==> config.mk <==
export PLATFORM = sky130hd
export DESIGN_NAME = divider_flat
export DESIGN_NICKNAME = d
export VERILOG_FILES = /design/src/rtl/divider_if.sv /design/src/rtl/divider.sv /design/src/flat_wrapper.sv
export SDC_FILE = /design/constraint.sdc
export NUM_CORES = 1
export LEC_CHECK = 0
export BUFFER_PORTS_ARGS = -buffer_cell sky130_fd_sc_hd__clkbuf_2
export CORE_AREA = 2 2 59 61
export DETAILED_ROUTE_END_ITERATION = 8
export DIE_AREA = 0 0 61 63
export GPL_TIMING_DRIVEN = 0
export SETUP_SLACK_MARGIN = 0.02
export SLEW_MARGIN = 20
export SYNTH_ARGS = -nofsm -noshare
export SYNTH_HDL_FRONTEND = slang
export SYNTH_SLANG_ARGS = --single-unit
==> constraint.sdc <==
create_clock -name clk -period 2.7 [get_ports clk]
set_input_delay 0.54 -clock clk [delete_from_list [all_inputs] [get_ports clk]]
set_output_delay 0.54 -clock clk [all_outputs]
set_load 0.02 [all_outputs]
==> src/rtl/divider_if.sv <==
// Handshake bundle for the iterative divider: request (a, b) in, result (quot, rem) out.
interface divider_if #(
   parameter int unsigned N = 4
);
   logic         in_valid;
   logic         in_ready;
   logic [N-1:0] a;
   logic [N-1:0] b;
   logic         out_valid;
   logic         out_ready;
   logic [N-1:0] quot;
   logic [N-1:0] rem;
   logic         div_zero;

   // Requester/consumer side
   modport master (
      output in_valid, a, b, out_ready,
      input  in_ready, out_valid, quot, rem, div_zero
   );

   // Divider side
   modport slave (
      input  in_valid, a, b, out_ready,
      output in_ready, out_valid, quot, rem, div_zero
   );
endinterface

==> src/rtl/divider.sv <==
// Iterative restoring unsigned divider: one quotient bit per cycle, MSB first.
// A zero divisor bypasses the iterations and reports quot = all ones, rem = a.
module divider #(
   parameter int unsigned N = 4
) (
   input logic      clk,
   input logic      rst,
   divider_if.slave bus
);

   localparam int unsigned CntW = (N > 2) ? $clog2(N) : 1;

   typedef enum logic [1:0] {StIdle, StCalc, StDone} state_t;

   state_t          state;
   // The partial remainder is below b after every step, so its top bit is always 0
   // and only N bits need storing; the (N+1)-bit view lives in trial.
   logic [N-1:0]    p;
   logic [N-1:0]    q;
   logic [N-1:0]    b_reg;
   logic [CntW-1:0] cnt;
   logic [N-1:0]    quot_r;
   logic [N-1:0]    rem_r;
   logic            dz_r;

   logic [N:0]      trial;
   logic [N-1:0]    diff;
   logic            ge;

   // One restoring step: shift in the next dividend bit and trial-subtract b
   assign trial = {p, q[N-1]};
   assign ge    = (trial >= {1'b0, b_reg});
   // When ge holds the difference is below b, so N bits hold it exactly
   assign diff  = trial[N-1:0] - b_reg;

   // Control FSM with datapath and registered results
   always_ff @(posedge clk or posedge rst) begin
      if (rst) begin
         state  <= StIdle;
         p      <= '0;
         q      <= '0;
         b_reg  <= '0;
         cnt    <= '0;
         quot_r <= '0;
         rem_r  <= '0;
         dz_r   <= 1'b0;
      end else begin
         unique case (state)
            StIdle: begin
               if (bus.in_valid) begin
                  b_reg <= bus.b;
                  if (bus.b == '0) begin
                     quot_r <= '1;
                     rem_r  <= bus.a;
                     dz_r   <= 1'b1;
                     state  <= StDone;
                  end else begin
                     p     <= '0;
                     q     <= bus.a;
                     cnt   <= '0;
                     state <= StCalc;
                  end
               end
            end
            StCalc: begin
               p   <= ge ? diff : trial[N-1:0];
               q   <= {q[N-2:0], ge};
               cnt <= cnt + 1'b1;
               if (cnt == CntW'(N - 1)) begin
                  quot_r <= {q[N-2:0], ge};
                  rem_r  <= ge ? diff : trial[N-1:0];
                  dz_r   <= 1'b0;
                  state  <= StDone;
               end
            end
            StDone: begin
               if (bus.out_ready) begin
                  state <= StIdle;
               end
            end
            default: state <= StIdle;
         endcase
      end
   end

   assign bus.in_ready  = (state == StIdle);
   assign bus.out_valid = (state == StDone);
   assign bus.quot      = quot_r;
   assign bus.rem       = rem_r;
   assign bus.div_zero  = dz_r;

endmodule

==> src/flat_wrapper.sv <==
// flat-port wrapper written by rule: the top's interface ports become plain ports
module divider_flat 
#(
   parameter int unsigned N = 4
)
  (clk, rst, bus_in_valid, bus_a, bus_b, bus_out_ready, bus_in_ready, bus_out_valid, bus_quot, bus_rem, bus_div_zero);
  divider_if #(.N(N)) bus_i ();
  input logic clk;
  input logic rst;
  input wire logic [$bits(bus_i.in_valid)-1:0] bus_in_valid;
  input wire logic [$bits(bus_i.a)-1:0] bus_a;
  input wire logic [$bits(bus_i.b)-1:0] bus_b;
  input wire logic [$bits(bus_i.out_ready)-1:0] bus_out_ready;
  output wire logic [$bits(bus_i.in_ready)-1:0] bus_in_ready;
  output wire logic [$bits(bus_i.out_valid)-1:0] bus_out_valid;
  output wire logic [$bits(bus_i.quot)-1:0] bus_quot;
  output wire logic [$bits(bus_i.rem)-1:0] bus_rem;
  output wire logic [$bits(bus_i.div_zero)-1:0] bus_div_zero;
  assign bus_i.in_valid = bus_in_valid;
  assign bus_i.a = bus_a;
  assign bus_i.b = bus_b;
  assign bus_i.out_ready = bus_out_ready;
  assign bus_in_ready = bus_i.in_ready;
  assign bus_out_valid = bus_i.out_valid;
  assign bus_quot = bus_i.quot;
  assign bus_rem = bus_i.rem;
  assign bus_div_zero = bus_i.div_zero;
  divider #(.N(N)) u_core (.clk(clk), .rst(rst), .bus(bus_i));
endmodule
; Yosys cells after proc, flatten, opt, wreduce, memory -nomap -nowiden
; Cells that the tools add are included.
[op_classes]
n_reduce_logical = 7
eq_ne = 8
addsub = 2
n_mux = 27
order_cmp = 1
[ops]
columns = op, n
row1 = $mux W4, 11
row2 = $pmux W4 S2, 4
row3 = $mux W2, 6
row4 = $ne A2 B2 Y1 const B, 3
row5 = $pmux W2 S3, 1
row6 = $reduce_and A3 Y1, 2
row7 = $ge A5 B4 Y1, 1
row8 = $eq A2 B2 Y1 const B, 2
row9 = $logic_not A4 Y1, 1
row10 = $ne A2 B1 Y1 const B, 2
row11 = $pmux W2 S2, 1
row12 = $reduce_and A4 Y1, 1
row13 = $sub A4 B4 Y4, 1
row14 = $mux W1, 3
row15 = $add A2 B1 Y2 const B, 1
row16 = $eq A2 B1 Y1 const B, 1
row17 = $logic_not A2 Y1, 1
row18 = $pmux W1 S2, 1
row19 = $reduce_and A2 Y1, 1
row20 = $reduce_bool A2 Y1, 1
[totals]
reg_bits = 25
word_cells = 53
out_inout_bits = 11

; Logic depth before layout (Yosys ltp)
; Gate-level depths: netlist of run 1.
[logic_depth]
word_depth = 4
ltp_mapped = 8
mapped_depth_nobuf = 8

; Worst setup path before layout of run 1
; OpenSTA, ideal clock, no wires.
[synth_path]
path_kind = flip-flop to flip-flop
start = register u_core.b_reg[0]
end = register u_core.rem_r[1] (netlist: u_core.bus.rem[1])
n_path_buf = 0
path_stages_with_launch = 7
setup_ns = 0.080
slack_ns = 0.830
period_less_slack_ns = 1.870
t_arrival_ns = 1.790
cell_sequence = dfrtp_1 -> ha_1 -> nand2b_1 -> a2111oi_4 -> a21oi_2 -> mux2_4 -> a31oi_4
[synth_via]
elab_chain_cells = 4
[synth_lines]
columns = element, line_no
row1 = start: declaration, divider.sv:20  ; logic [N-1:0] b_reg;
row2 = start signal: assignment, divider.sv:51  ; b_reg <= bus.b;
row3 = $sub A4 B4 Y4 or $ge A5 B4 Y1 (tied branches), "divider.sv:34, divider.sv:32"
row4 = $mux W4 (*), divider.sv:71  ; rem_r <= ge ? diff : trial[N-1:0];
row5 = $mux W4 (*), divider.sv:69  ; if (cnt == CntW'(N - 1)) begin
row6 = $pmux W4 S2 (*), divider.sv:48  ; unique case (state)
row7 = end signal: assignment, divider.sv:54  ; rem_r <= bus.a;
row8 = end signal: assignment, divider.sv:71
row9 = end: declaration, divider.sv:23  ; logic [N-1:0] rem_r;
; Every way passes the cells marked *; elsewhere a longest branch is shown, timed or not. The select of a mux whose other input is x is not followed.
; A chain may end at the register's enable or synchronous reset.

; Worst setup path after layout of run 1
; Ends and elaborated chain as after synthesis.

==> results by group, run 1 <==
Placement
  • # port buffers: 22
  • # placed instances: roughly 200
  • Placed standard-cell area: approximately 1500 um^2
  • Pre-CTS WS: roughly 600 ps
  • Gpl congestion: 0.7508
  • Hpwl dp: 2.063 mm

STA
  • Final hold vios: 0
  • Clock skew: 4.395 ps
  • Final setup vio count: 0
  • Measured slew at the worst slew-check pin: 944.9 ps
  • Setup TNS: 0 ps
  • Final worst slack: about 670 ps
  • RSZ-0062 raised after global routing: false
  • Min cycle time layout: 2032 ps
  • Max Clk Rate: 492.2 MHz
  • Final Max Tran Viols: 0
  • Tcrit/Tclk final: 0.7525
  • Worst slew margin: 0.3694

Critical path
  • Crit Path Category: reg -> reg
  • CP required: 2950 ps
  • Crit-path max FO: 3
  • Worst Path Arrival: roughly 2300 ps
  • Crit. End Element: register
  • Critical path startpoint category: register

Final layout
  • Fin cells: 205
  • Area grow syn2layout: 14.93%
  • Total area of sequential cells: 625.6 um^2
  • Fillers: 349
  • Layout cells sized above 1: 0.2201
  • Nets@finish: 178
  • Diodes inserted: 0
  • Area of the multi-input gates: 638.1 um^2
  • Cell area after layout: between 1500 and 2000 um^2

Power and ir drop
  • Total power: 2.131 mW
  • Pwr dens: approximately 1400 nW/um^2
  • Worst vdd ir: between 0.5 and 0.6 mV
  • Total leakage power: 0.6969 nW

Drt
  • First-pass DRT Iterations: 4
  • Via count: 1065
  • Initial detailed-routing violation count: 27
  • DRT antenna net count: 0
  • DR vias/cell: 5.195
  • # DRC: 0
  • Routed WL: approximately 2.7 mm
  • Mean routed wirelength per cell: 13.12 um

Die
  • Die Area: slightly below 4000 um^2
  • Initial Utilization: 0.4046
  • Top Ports: 23
  • Core area: 3232 um^2
  • Die Wd: 61 um
  • Die H: 63 um
  • Row count: 21

Yosys
  • Yosys Warn Count: 0
  • Most common cell in the netlist: dfrtp_1
  • Post-synth EDFFs: 0
  • Count of cell types in the netlist: 38
  • Sequential-to-total area share from yosys stat: 0.4785
  • Avg Inst Size Synth: 9.831 um^2
  • Post-synth top area share: 0.4785
  • Syn nets: 151
  • Cell taking the most area after synthesis: dfrtp_1
  • Synth top area cells: dfrtp_1, nand2_1, nor2_1, ha_1, a31oi_1
  • Synth Instances: 133
  • Synth Cell Area: 1308 um^2
  • Seq cells post-synth: 25
  • FFs w/ async S/R, synth: 1.000
  • Ys flop type: dfrtp_1
  • Commonest cells in the synthesized netlist: dfrtp_1, nand2_1, nor2_1

Worst hold path
  • Hold/Removal Path Class: in -> async

Clock network
  • # hold bufs at CTS: 0
  • # clock sinks: 25
  • Clk pin slew, worst setup/hold paths: approximately 140 ps
  • Post-CTS resize count: 0
  • Root buf cell: clkbuf_4
  • TritonCTS Buffers: 3
  • Clock latency on the worst-skew pair: 320 ps
  • CTS H-Tree Depth: 1
  • Setup bufs post-CTS: 0
  • CTS tree: built
  • CTS Buffer Depth: 2

Global routing
  • GRT overflow: 0
  • Vias in the first global route: 1065
  • Total GRT Usage: 0.1597
  • Largest net degree at the start of global routing: 26
  • Antenna violations before repair: 0
  • First-pass GRT wire length: 4.705 mm

Job
  • Max-cap check violation count: 0

Run status
  • Outcome: complete, no violations
==> layout make-up <==
type | instances | share of cell area
Buffer | 4 | 0.01166
Clock buffer | 3 | 0.01499
Clock inverter | 1 | 0.003331
Tap cell | 46 | 0.03830
Multi-Input combinational cell | 97 | 0.4246
Sequential cell | 25 | 0.4163
Timing Repair Buffer | 22 | 0.07327
Inverter | 7 | 0.01749
==> placed cells by master (no fill, tap or decap), types with 2 or more instances in the layout <==
master	count
a21o_1	2
dfrtp_1	25
nor2_1	17
xor2_1	2
ha_1	5
o21a_1	2
o211ai_1	2
a31oi_1	7
a22o_1	2
o22a_1	3
nand2b_1	2
a21oi_1	5
clkbuf_4	3
o21ai_0	4
clkbuf_1	2
clkbuf_2	22
nand2_1	23
buf_2	2
inv_1	7
==> worst max-delay path: stages, from the launching register on <==
cell       delay [ps]
dfrtp_1           420
ha_1              340
nand2b_1          200
a2111oi_4         430
a21oi_2           100
mux2_4            330
a31oi_4           140
==> per-stage QoR <==
| stage | utilization | hold WS [ps] |
|---|---|---|
| finish | 0.4650 | 389.8 |
| global route | 0.4650 | 424.5 |
| CTS | 0.4650 | 420.8 |
| detailed placement | 0.4564 | 476.4 |
| global placement | 0.4564 | 460.5 |
| floorplan | - | 446.1 |
==> per-layer routing <==
layer	up-vias	wire length (um)	track usage
met3	2	179	0.02484
met5	-	0	0
met1	502	1231	0.2209
met2	39	1259	0.2527
li1	522	-	-
met4	0	19	0.04891
==> path summary, 6_finish.rpt <==
path / slack [ps] / startpoint / depth (start not counted) / endpoint
setup / recovery: 670 / u_core.b_reg[0] / 6 / u_core.bus.rem[1]
hold / removal: 390 / rst / 2 / u_core.state[1]
setup reg to reg: 670 / u_core.b_reg[0] / 6 / u_core.bus.rem[1]
hold reg to reg: 490 / u_core.cnt[0] / 1 / u_core.cnt[0]
max in group asynchronous: 1740 / rst / 2 / u_core.p[0]
min in group clk: 440 / bus_out_ready / 2 / u_core.state[1]
==> cells by family (layout without fill, tap and decap cells) <==
group	after synthesis	count (layout)	share of synthesized area
DFF	25	25	0.4785
and+or+nand+nor	51	51	0.1703
muxes	3	3	0.02775
AOI/OAI and AO/OA	35	35	0.2134
adders and majority gates	6	6	0.06316
xor gates and xnor gates	2	2	0.01340
buffers and inverters	11	37	0.03350
==> where the power goes <==
part           leakage (nW)  internal (mW)  switching [mW]  total, mW
clock network        0.0177         0.0554           0.113      0.168
registers             0.293          0.557           0.111      0.668
logic                 0.386          0.540           0.755       1.29
Note: power is estimated with default switching activity, not from simulation.
==> run 2, diff against run 1 <==
==> constraint.sdc (replaced) <==
create_clock -name clk -period 2.15 [get_ports clk]
set_input_delay 0.43 -clock clk [delete_from_list [all_inputs] [get_ports clk]]
set_output_delay 0.43 -clock clk [all_outputs]
set_load 0.02 [all_outputs]
==> run 2 against run 1 <==
Compared with the run above:
- critical path depth grew 1
- design area up 0.17%
- highest routed layer unchanged
- first-iteration DRC count decreased by 3.7%
- count of clock-buffer cells in the layout is the same
- critical endpoint unchanged
- largest power group unchanged
- setup slack got worse by 560 ps
- cell count unchanged
==> results by group, run 2 (same netlist as run 1, synthesis figures left out) <==
STA
  • Final Max Tran Viols: 0 (unchanged)
  • Worst slew margin: 0.3750 (+0.005587)
  • Clock skew: 8.795 ps (+4.400 ps)
  • Tcrit/Tclk final: 0.9499 (+0.1974)
  • RSZ-0062 raised after global routing: false
  • Min cycle time layout: 2042 ps (+10.63 ps)
  • Final worst slack: 107.6 ps (-560.6 ps)
  • Final hold vios: 0 (unchanged)
  • Max Clk Rate: 489.6 MHz (-0.52%)
  • Measured slew at the worst slew-check pin: 936.5 ps (-8.371 ps)
  • Final setup vio count: 0 (unchanged)
  • Setup TNS: 0 ps (unchanged)

Drt
  • Via count: 1058 (-0.66%)
  • Initial detailed-routing violation count: 26 (-3.7%)
  • DR vias/cell: 5.161 (-0.66%)
  • Mean routed wirelength per cell: 13.17 um (+0.37%)
  • DRT antenna net count: 0 (unchanged)
  • Routed WL: 2.699 mm (+0.37%)
  • First-pass DRT Iterations: 5 (+1)
  • # DRC: 0 (unchanged)

Placement
  • Placed standard-cell area: 1475 um^2 (unchanged)
  • # port buffers: 22 (unchanged)
  • Hpwl dp: 2.063 mm (unchanged)
  • # placed instances: 201 (unchanged)
  • Gpl congestion: 0.7508 (unchanged)
  • Pre-CTS WS: 129.2 ps (-472.3 ps)

Final layout
  • Most frequent cells in the layout: dfrtp_1, nand2_1, clkbuf_2
  • Area grow syn2layout: 15.12%
  • Most common cell after layout, fill and taps aside: dfrtp_1
  • Cell area after layout: 1505 um^2 (+0.17%)
  • Diodes inserted: 0 (unchanged)
  • Nets@finish: 178 (unchanged)
  • Fillers: 351 (+0.57%)
  • Fin cells: 205 (unchanged)
  • Layout cells sized above 1: 0.2264 (+0.006289)

Critical path
  • Worst reg-to-reg setup slack: 110 ps (-560 ps)
  • Crit. End Element: register
  • Crit-path max FO: 3 (unchanged)
  • FF-to-FF path depth: 7 (+1)
  • Critical R2R Launch: u_core.q[3]
  • CP required: 2400 ps (-550 ps)
  • Critical path startpoint category: register
  • Reg2Reg Capture Point: u_core.bus.rem[1]
  • Worst Path Arrival: 2290 ps (about the same)
  • Crit Path Category: reg -> reg

Power and ir drop
  • Combinational share of power: 0.608 (about the same)
  • Sequential power share: 0.312 (-0.002)
  • Internal power: 1.454 mW (+26%)
  • Pwr dens: 1784 nW/um^2 (+26%)
  • P_sw: 1.231 mW (+26%)
  • Switching share of total power: 0.4585 (-0.0008095)
  • Clock power share: 0.080 (about the same)
  • Total leakage power: 0.6953 nW (-0.24%)
  • Worst vdd ir: 0.7059 mV (+35%)
  • Total power: 2.685 mW (+26%)

Clock network
  • # hold bufs at CTS: 0 (unchanged)
  • CTS Buffer Depth: 2 (unchanged)
  • Clock latency on the worst-skew pair: 320 ps (about the same)
  • CTS tree: built
  • TritonCTS Buffers: 3 (unchanged)
  • Clk pin slew, worst setup/hold paths: 140 ps (about the same)
  • # clock sinks: 25 (unchanged)
  • Root buf cell: clkbuf_4
  • CTS H-Tree Depth: 1 (unchanged)

Global routing
  • First-pass GRT wire length: 4.705 mm (unchanged)
  • Total GRT Usage: 0.1597 (unchanged)
  • Vias in the first global route: 1065 (unchanged)
  • Largest net degree at the start of global routing: 26 (unchanged)
  • GRT overflow: 0 (unchanged)
  • Antenna violations before repair: 0 (unchanged)

Die
  • Row count: 21 (unchanged)
  • Initial Utilization: 0.4046 (unchanged)
  • Core area: 3232 um^2 (unchanged)
  • Top Ports: 23 (unchanged)
  • Die Area: 3843 um^2 (unchanged)
  • Die H: 63 um (unchanged)
  • Die Wd: 61 um (unchanged)

Worst hold path
  • Hold/Removal Path Class: in -> async

Job
  • Max-cap check violation count: 0 (unchanged)

Run status
  • Outcome: complete, no violations
-- run 2: cell counts in the layout (fill, tap and decap cells not counted) --
No cell type changed its count.
-- run 2: cell type report --
| type | count | area, um^2 | area share |
|---|---|---|---|
| multi-input combinational | 97 | 640.6 | 0.4256 |
| inverter | 7 | 26.28 | 0.01746 |
| tap | 46 | 57.56 | 0.03824 |
| clock inverter | 1 | 5.005 | 0.003325 |
| clock buffer | 3 | 22.52 | 0.01496 |
| buffer | 4 | 17.52 | 0.01164 |
| sequential | 25 | 625.6 | 0.4156 |
| timing repair buffer | 22 | 110.1 | 0.07315 |
-- run 2: how the worst max path moves through the flow --
stage / cells past startpoint / to / slack (ps) / start
finish: 7 / u_core.bus.rem[1] / 110 / u_core.q[3]
global route: 8 / u_core.bus.rem[2] / 20 / u_core.q[3]
global placement: 6 / u_core.bus.rem[3] / 140 / u_core.b_reg[0]
CTS: 8 / u_core.bus.rem[2] / 110 / u_core.q[3]
floorplan: 6 / u_core.bus.rem[1] / 280 / u_core.b_reg[0]
detailed placement: 8 / u_core.bus.rem[2] / 130 / u_core.q[3]
-- run 2: metal layers --
metal	vias to the layer above	track usage	wire (um)	part of all wire
met3	2	0.02484	129	0.048
li1	524	-	-	-
met2	30	0.2527	1266	0.47
met1	502	0.2209	1284	0.48
met5	-	0	0	0
met4	0	0.04891	19	0.0070
-- run 2: worst max-delay path, stage by stage, from the launching register on --
cell,delay [ps]
dfrtp_1,410
inv_1,80
ha_2,290
nand2b_1,190
a2111oi_4,430
a21oi_2,100
mux2_4,330
a31oi_4,140
-- run 2: power groups by stage --
| stage | combinational, mW | clock, mW | sequential, mW |
|---|---|---|---|
| 3_5_place_dp | 1.63 | 0 | 0.850 |
| 6_report | 1.63 | 0.215 | 0.839 |
| 2_1_floorplan | 1.18 | 0 | 0.917 |
| 4_1_cts | 1.64 | 0.221 | 0.841 |
| 3_3_place_gp | 1.59 | 0 | 0.845 |
| 5_1_grt | 1.82 | 0.248 | 0.870 |
-- run 2: what timing repair did --
action	CTS	global route
endpoints found under the setup margin	0	2
setup buffers	0	0
gates resized for setup	0	1
-- run 2: through the flow --
step	hold slack (ps)	util
5_1_grt	314.5	0.4657
4_1_cts	310.8	0.4650
2_1_floorplan	446.1	-
6_report	270.0	0.4657
3_5_place_dp	476.4	0.4564
3_3_place_gp	460.5	0.4564
==> run 3, diff against run 2 <==
--- a/config.mk
+++ b/config.mk
@@ -5,6 +5,7 @@
 export SDC_FILE = /design/constraint.sdc
 export NUM_CORES = 1
 export LEC_CHECK = 0
+export ABC_AREA = 1
 export BUFFER_PORTS_ARGS = -buffer_cell sky130_fd_sc_hd__clkbuf_2
 export CORE_AREA = 2 2 59 61
 export DETAILED_ROUTE_END_ITERATION = 8
==> run 3 against run 2 <==
Compared with the run above:
- first-iteration DRC count rose by 120%
- setup slack improved by 280 ps
- critical path type unchanged
- critical endpoint is now u_core.bus.rem[2]
- non-clock buffer count fell by 2
- power fell by 5.6%
- design area rose by 1.9%
- synthesized cell count rose by 26%
- die area did not move
==> results by group, run 3 <==
Run status
  • Outcome: complete, no violations

Critical path
  • Crit-path max FO: 2 (-1)
  • FF-to-FF path depth: 9 (+2)
  • Crit Path Category: reg -> reg
  • Crit path to: u_core.bus.rem[2]
  • CP bufs+invs: 3 (+2)
  • Top delay family on crit path: adder cells
  • Critical path depth: 9 (+2)
  • CP cell instances: inv_1 -> ha_1 -> inv_1 -> fa_1 -> xor2_1 -> nand3_1 -> nand3_1 -> nand2_1 -> inv_1
  • CP required: 2390 ps (about the same)
  • Worst reg-to-reg setup slack: 390 ps (+280 ps)
  • CP peak stage delay: 440 ps (about the same)
  • CP startpoint: u_core.q[3]
  • Critical path startpoint category: register
  • Reg2Reg Capture Point: u_core.bus.rem[2]
  • Crit. End Element: register
  • Critical path's most frequent cell: inv_1
  • Slowest-stage cell, CP: fa_1
  • Worst Path Arrival: 2000 ps (-290 ps)
  • Critical R2R Launch: u_core.q[3]

Yosys
  • Most common cell in the netlist: nand2_1
  • Cell taking the most area after synthesis: dfrtp_1
  • Yosys Warn Count: 0 (unchanged)
  • Synth Cell Area: 1336 um^2 (+2.2%)
  • Syn nets: 185 (+23%)
  • Commonest cells in the synthesized netlist: nand2_1, inv_1, dfrtp_1
  • Post-synth EDFFs: 0 (unchanged)
  • Synth Instances: 167 (+26%)
  • Seq cells post-synth: 25 (unchanged)
  • Ys flop type: dfrtp_1
  • Count of cell types in the netlist: 23 (-39%)
  • Sequential-to-total area share from yosys stat: 0.4682 (-0.01030)
  • Avg Inst Size Synth: 8.002 um^2 (-19%)
  • Post-synth top area share: 0.4682 (-0.01030)
  • Synth top area cells: dfrtp_1, nand2_1, inv_1, nand3_1, ha_1
  • FFs w/ async S/R, synth: 1.000 (unchanged)

Final layout
  • Most common cell after layout, fill and taps aside: nand2_1
  • Diodes inserted: 0 (unchanged)
  • Most frequent cells in the layout: nand2_1, inv_1, dfrtp_1
  • Nets@finish: 212 (+19%)
  • Area grow syn2layout: 14.79%
  • Fin cells: 239 (+17%)
  • Layout cells sized above 1: 0.1917 (-0.03471)
  • Fin util: 0.4746 (+0.008904)

Power and ir drop
  • Total leakage power: 0.8809 nW (+27%)
  • P_sw: 1.255 mW (+1.9%)
  • Clock power share: 0.093 (+0.013)
  • Internal power: 1.279 mW (-12%)
  • Switching share of total power: 0.4952 (+0.03675)
  • Worst vdd ir: 0.5929 mV (-16%)
  • Sequential power share: 0.326 (+0.014)
  • Pwr dens: 1652 nW/um^2 (-7.4%)
  • Combinational share of power: 0.581 (-0.027)
  • Total power: 2.534 mW (-5.6%)

Placement
  • # placed instances: 235 (+17%)
  • # port buffers: 22 (unchanged)
  • Gpl congestion: 0.7732 (+3.0%)
  • Hpwl dp: 2.119 mm (+2.7%)

STA
  • RSZ-0062 raised after global routing: false
  • Final setup vio count: 0 (unchanged)
  • Min cycle time layout: 1757 ps (-285.0 ps)
  • Clock skew: 20.45 ps (+11.66 ps)
  • Max Clk Rate: 569.0 MHz (+16%)
  • Measured slew at the worst slew-check pin: 963.7 ps (+27.22 ps)
  • Worst slew margin: 0.3568 (-0.01817)
  • Setup TNS: 0 ps (unchanged)
  • Final Max Tran Viols: 0 (unchanged)
  • Final hold vios: 0 (unchanged)
  • Tcrit/Tclk final: 0.8174 (-0.1326)

Global routing
  • GRT overflow: 0 (unchanged)
  • Vias in the first global route: 1092 (+2.5%)
  • Largest net degree at the start of global routing: 26 (unchanged)
  • Antenna violations before repair: 0 (unchanged)
  • Total GRT Usage: 0.1610 (+0.001305)
  • First-pass GRT wire length: 4.671 mm (-0.72%)

Drt
  • Via count: 1122 (+6.0%)
  • DRT antenna net count: 0 (unchanged)
  • DR vias/cell: 4.695 (-9.0%)
  • Mean routed wirelength per cell: 11.49 um (-13%)
  • # DRC: 0 (unchanged)
  • First-pass DRT Iterations: 4 (-1)
  • Routed WL: 2.747 mm (+1.8%)
  • Initial detailed-routing violation count: 56 (+120%)

Die
  • Row count: 21 (unchanged)
  • Core area: 3232 um^2 (unchanged)
  • Top Ports: 23 (unchanged)
  • Die Wd: 61 um (unchanged)
  • Initial Utilization: 0.4135 (+0.008904)
  • Die Area: 3843 um^2 (unchanged)
  • Die H: 63 um (unchanged)

Clock network
  • CTS Buffer Depth: 2 (unchanged)
  • Clk pin slew, worst setup/hold paths: 170 ps (+30 ps)
  • # clock sinks: 25 (unchanged)
  • TritonCTS Buffers: 3 (unchanged)
  • Setup bufs post-CTS: 0 (unchanged)
  • Post-CTS resize count: 0 (unchanged)
  • CTS tree: built
  • Root buf cell: clkbuf_4
  • CTS H-Tree Depth: 1 (unchanged)
  • Clock latency on the worst-skew pair: 350 ps (+30 ps)
  • # hold bufs at CTS: 0 (unchanged)

Job
  • Max-cap check violation count: 0 (unchanged)

Worst hold path
  • Hold/Removal Path Class: in -> async
[run 3: area by class of cell]
type | count | area (um^2)
fillers | 342 | 1698
flip-flops and latches | 25 | 625.6
multi-input cells | 104 | 559.3
inverters | 36 | 135.1
repair buffers | 22 | 110.1
well taps | 46 | 57.56
clock buffers | 3 | 22.52
plain buffers | 2 | 16.27
clock inverters | 1 | 7.507
[run 3: how the worst min path moves through the flow]
stage | startpoint | to | depth (start not counted)
after floorplan | u_core.b_reg[1] | u_core.b_reg[1] | 2
after global placement | u_core.bus.quot[0] | u_core.bus.quot[0] | 2
after detailed placement | u_core.b_reg[1] | u_core.b_reg[1] | 2
after CTS | rst | u_core.cnt[1] | 2
after global routing | rst | u_core.cnt[1] | 2
final | rst | u_core.bus.rem[0] | 2
[run 3: cell families after synthesis]
kind of cell | synth area share
and+or+nand+nor | 0.2509
buffers and inverters | 0.1133
AOI/OAI and AO/OA | 0.09925
xor gates and xnor gates | 0.006556
adders and majority gates | 0.06180
DFF | 0.4682
[run 3: worst register-to-register path, stage by stage (launching register included)]
cell and delay (ps):
dfrtp_1 420, inv_1 100, ha_1 170, inv_1 70, fa_1 440, xor2_1 180
nand3_1 110, nand3_1 80, nand2_1 60, inv_1 30
[run 3: power groups by stage]
stage | Clock, mW | Combinational [mW] | Sequential [mW]
finish | 0.235 | 1.47 | 0.827
global route | 0.259 | 1.68 | 0.864
CTS | 0.239 | 1.49 | 0.829
detailed placement | 0 | 1.49 | 0.839
global placement | 0 | 1.45 | 0.831
floorplan | 0 | 1.02 | 0.921
[run 3: per-stage QoR]
step           setup WS, ps  hold slack, ps  area, um^2
2_1_floorplan         585.3           453.0        1336
3_3_place_gp          457.9           467.6        1504
3_5_place_dp          423.2           479.9        1504
4_1_cts               400.4           300.0        1534
5_1_grt               260.6           334.7        1534
6_report              392.6           251.5        1534
[run 3: per-layer routing]
| metal | wire length, um | track usage | up-vias | share of wire |
|---|---|---|---|---|
| met3 | 101 | 0.02484 | 4 | 0.037 |
| met2 | 1318 | 0.2621 | 23 | 0.48 |
| met5 | 0 | 0 | - | 0 |
| li1 | - | - | 575 | - |
| met1 | 1282 | 0.2120 | 520 | 0.47 |
| met4 | 44 | 0.05707 | 0 | 0.016 |
